## src/rtl/madd_err_sweeper.sv

```systemverilog
// Exhaustive error sweeper for small approximate adders: drives every input vector
// once and accumulates error count, sum/max of absolute error and first failing index.
module madd_err_sweeper #(
    parameter int W = 3
) (
    input  logic             clk,
    input  logic             rst,
    input  logic             start,
    output logic [2*W-1:0]   pi_o,
    input  logic [W:0]       po_i,
    output logic             busy,
    output logic             done,
    output logic [2*W:0]     err_count,
    output logic [3*W+1:0]   sum_abs_err,
    output logic [W:0]       max_abs_err,
    output logic [2*W-1:0]   first_err_vec,
    output logic             first_err_valid
);

    typedef enum logic [1:0] {
        IDLE = 2'd0,
        RUN  = 2'd1,
        FIN  = 2'd2
    } state_t;

    state_t           state_reg, state_next;
    logic [2*W-1:0]   cnt_reg;
    logic [2*W:0]     err_count_reg;
    logic [3*W+1:0]   sum_abs_err_reg;
    logic [W:0]       max_abs_err_reg;
    logic [2*W-1:0]   first_err_vec_reg;
    logic             first_err_valid_reg;

    logic             accept;
    logic             last_vec;
    logic [W:0]       exact;
    logic [W:0]       diff;

    assign accept   = (state_reg == IDLE) && start;
    assign last_vec = &cnt_reg;

    // Operands are zero-extended by one bit so the exact sum never overflows.
    always_comb begin
        exact = {1'b0, cnt_reg[W-1:0]} + {1'b0, cnt_reg[2*W-1:W]};
        diff  = (po_i >= exact) ? (po_i - exact) : (exact - po_i);
    end

    always_ff @(posedge clk) begin
        if (rst) begin
            state_reg <= IDLE;
        end else begin
            state_reg <= state_next;
        end
    end

    always_comb begin
        state_next = state_reg;
        case (state_reg)
            IDLE:    if (start) state_next = RUN;
            RUN:     if (last_vec) state_next = FIN;
            FIN:     state_next = IDLE;
            default: state_next = IDLE;
        endcase
    end

    always_ff @(posedge clk) begin
        if (rst || accept) begin
            cnt_reg             <= '0;
            err_count_reg       <= '0;
            sum_abs_err_reg     <= '0;
            max_abs_err_reg     <= '0;
            first_err_vec_reg   <= '0;
            first_err_valid_reg <= 1'b0;
        end else if (state_reg == RUN) begin
            cnt_reg <= cnt_reg + 1'b1;
            if (diff != '0) begin
                err_count_reg   <= err_count_reg + 1'b1;
                sum_abs_err_reg <= sum_abs_err_reg + {{(2*W+1){1'b0}}, diff};
                if (!first_err_valid_reg) begin
                    first_err_vec_reg   <= cnt_reg;
                    first_err_valid_reg <= 1'b1;
                end
            end
            if (diff > max_abs_err_reg) begin
                max_abs_err_reg <= diff;
            end
        end
    end

    // The adder only sees the live counter while sweeping; otherwise it is parked at 0.
    assign pi_o            = (state_reg == RUN) ? cnt_reg : '0;
    assign busy            = (state_reg == RUN);
    assign done            = (state_reg == FIN);
    assign err_count       = err_count_reg;
    assign sum_abs_err     = sum_abs_err_reg;
    assign max_abs_err     = max_abs_err_reg;
    assign first_err_vec   = first_err_vec_reg;
    assign first_err_valid = first_err_valid_reg;

endmodule

```

## config.mk

```make
export PLATFORM = sky130hd
export DESIGN_NAME = madd_err_sweeper
export DESIGN_NICKNAME = d
export VERILOG_FILES = /design/src/rtl/madd_err_sweeper.sv
export SDC_FILE = /design/constraint.sdc
export NUM_CORES = 1
export LEC_CHECK = 0
export CORE_MARGIN = 10
export CORE_UTILIZATION = 29
export CTS_CLUSTER_SIZE = 24
export DETAILED_ROUTE_END_ITERATION = 6
export PLACE_DENSITY = 0.54
export SYNTH_ARGS = -nofsm -noshare
export SYNTH_HDL_FRONTEND = slang
export SYNTH_SLANG_ARGS = --single-unit
```

## constraint.sdc

```tcl
create_clock -name clk -period 3.7 [get_ports clk]
set_input_delay 0.925 -clock clk [delete_from_list [all_inputs] [get_ports clk]]
set_output_delay 0.925 -clock clk [all_outputs]
set_load 0.05 [all_outputs]
```

==> results.toml <==
[drt]
drt_iter0_drc = 66
vias_post_dr = 2194
wl_um = 6280
remaining_drc_errors = 0
route.antenna.remaining_nets = 0
wl_per_cell_um = 14.0
drt_first_pass_iters = 4
viasPerCell = 4.89

[floorplanning]
std_cell_rows = 32
chipWidth_um = 109
design.portCount = 44
floorplan.die.height_um = 109
core_box_area_mm2 = 0.00773
initial_core_util_pct = 29.9
floorplan.die_area_mm2 = 0.0119

[timing]
finalClockSkew_ps = 9.39
worst-slew-pin-transition_ps = 831
final.min_clock_period_ps = 3580
final-max-slew-violation-count = 0
slew_headroom_pct = 44.6
achievable-frequency_mhz = 279
setup_viol = 0
timing_hold_violations_final = 0
post-route-period-util_pct = 96.9
rsz0062_at_grt = "yes"

[grt]
grt_use_total_pct = 10.7
number_of_antenna_violations_at_the_first_check_in_global_routing = 0
vias_in_the_first_global_route = 2139
grt.overflow.total = 0
met1_usage_pct = 12.8
global_route.peak_usage_layer = "met2"
groute.layer.met2.usage_pct = 17.8
grt_start_max_net_pins = 27
grt_pass1_wl_um = 10400
grt.met3_usage_pct = 2.98

[yosys]
syn_area_per_cell_um2 = 8.86
syn_area_mm2 = 0.00231
synthArstFlopShare_pct = 0
ys_dominant_reg_cell = "sky130_fd_sc_hd__dfxtp_1"
syn-num-nets = 294
synth_cells = 261
synthesis.yosys.warnings = 0
synth_top_cell_by_area = "sky130_fd_sc_hd__dfxtp_1"
synth_top_cells_by_count = "sky130_fd_sc_hd__dfxtp_1, sky130_fd_sc_hd__a21oi_1, sky130_fd_sc_hd__ha_1, sky130_fd_sc_hd__nand2_1"
synth_cell_type_count = 47
number_of_synthesized_flops_with_an_enable_pin = 0
yosys-top-cells-area = "sky130_fd_sc_hd__dfxtp_1, sky130_fd_sc_hd__ha_1, sky130_fd_sc_hd__a21oi_1, sky130_fd_sc_hd__fa_1, sky130_fd_sc_hd__nand2_1"
most_numerous_cell_in_the_yosys_netlist = "sky130_fd_sc_hd__dfxtp_1"
synth_sequential_area_ratio_pct = 32.0
synth_top_area_share_pct = 32.0
postSynthRegisterBits = 37

[clock_tree]
clock_path_buffers = 2
cts.sinks = 37
post_cts_hold_buffer_count = 0
root_buffer = "sky130_fd_sc_hd__clkbuf_8"
worst_skew_pair_later_pin_latency_ps = 300
cts_buffers = 5
htreeDepth = 2
clk_pin_slew_ps = 80
tritoncts_clock_tree = "built"

[layout]
drive_gt1_share_pct = 24.8
largest_register_ffs = 11
fin_nets = 379
final_core_utilization_pct = 44.6
postLayoutCellArea_mm2 = 0.00344
n_antenna_cell = 0
syn2layout_area_growth_pct = 49.0

[hold_path]
whs_path_depth = 1
min_path_type = "reg2reg"

[run]
drv.max_cap_violation_count = 0

[setup_path]
crit_path_capture_type = "flop"
critical-path-slowest-cell = "sky130_fd_sc_hd__or4_1"
timing.critical_path.arrival_ps = 3820
critPathLaunchType = "input port"
worstRegToRegCells = 13
cp_common_cell = "sky130_fd_sc_hd__a21o_1"
critical-path-max-stage-delay_ps = 480
worstSetupPathType = "in2reg"
worstPathCellList = "dlygate4sd2_1 > buf_4 > ha_1 > fa_2 > a2111oi_4 > nor4_2 > a21o_1 > ha_1 > a21o_1 > a21o_1 > nand3_1 > or4_1 > a21oi_1"
worst-path-max-fanout = 3
cp_data_required_time_ps = 3940

[placement]
buffer_ports.inserted = 43
finalWeightedCongestion = 0.828
detailedPlacementHpwl_um = 4640
placed_area_mm2 = 0.00312

[power]
peakVddDrop_mv = 0.126
cellPowerDensity_mw_per_mm2 = 317
power.static_leakage_nw = 1.37

[status]
status = "complete, no violations"
-- path summary, 6_finish.rpt --
path           startpoint               to  slack (ps)
max reg2reg    cnt_reg[3]  sum_abs_err[10]         140
max               po_i[0]  sum_abs_err[10]         120
min          state_reg[1]     state_reg[0]         460
min reg2reg  state_reg[1]     state_reg[0]         460
-- layout by cell type (no fill, tap or decap), drive strengths merged, types with 2 or more instances in the layout --
cell	n
mux2i	4
nand3	10
nor3	2
xor2	5
ha	22
nor4	2
a21oi	26
xnor2	3
o211ai	5
clkdlybuf4s50	40
a211oi	3
dfxtp	37
fa	4
nor2b	4
o21a	3
and2	9
nor2	14
or4	5
nand4	4
a21o	7
o31ai	2
inv	15
o21ai	15
and3	2
buf	46
clkbuf	5
or3	8
nand3b	7
a2111oi	2
nand2	19
-- per-stage QoR --
step                setup WS, ps  hold WS, ps  std cells  total power, W  TNS (ps)
finish                       116          462        449         0.00109         0
global route               -25.9          484        449         0.00115     -69.3
CTS                         12.5          459        446         0.00108         0
detailed placement          -514          460        435        0.000698     -6030
global placement            -426          463        435        0.000696     -4910
floorplan                   61.8          436        261        0.000593         0
-- layout make-up --
class                      instances  area, µm²
multi-input combinational        200       1630
sequential                        37        743
clock buffer                       5       68.8
timing repair buffer              88        783
fill                             754       4280
tap                              102        128
inverter                          14       52.6
clock inverter                     3       43.8
-- metal layers --
metal	vias up	wire length (µm)
li1	1122	-
met1	1026	2810
met2	39	3030
met3	7	337
met4	0	101
met5	-	0
-- kinds of logic (layout without fill, tap and decap cells) --
| family | after synthesis | count (layout) | share of synthesized area (%) |
|---|---|---|---|
| AO/OA/AOI/OAI | 73 | 73 | 22.2 |
| adder cells (fa/ha/maj) | 26 | 26 | 15.4 |
| flip-flops | 37 | 37 | 32.0 |
| AND/OR/NAND/NOR | 89 | 89 | 20.9 |
| buffers and inverters | 24 | 110 | 4.65 |
| XOR/XNOR | 8 | 8 | 3.03 |
| multiplexers | 4 | 4 | 1.73 |
-- power by group --
part	leakage [nW]	internal, W	switching [W]
sequential	0.300	0.000408	0.0000114
combinational	1.01	0.000143	0.000160
clock	0.0585	0.000202	0.000166
-- critical path, delay by kind of cell --
kind                     cells  cell delay (ps)
buffers and inverters        2              370
adder cells (fa/ha/maj)      3              950
AO/OA/AOI/OAI                5              930
AND/OR/NAND/NOR              3              660
-- repair_timing --
| action | in CTS | in global routing |
|---|---|---|
| gates cloned | 0 | 0 |
| pin swaps | 3 | 13 |
| endpoints found under the setup margin | 11 | 12 |
| gates resized for setup | 10 | 23 |
| setup buffers | 3 | 3 |
(Power assumes the default switching activity.)
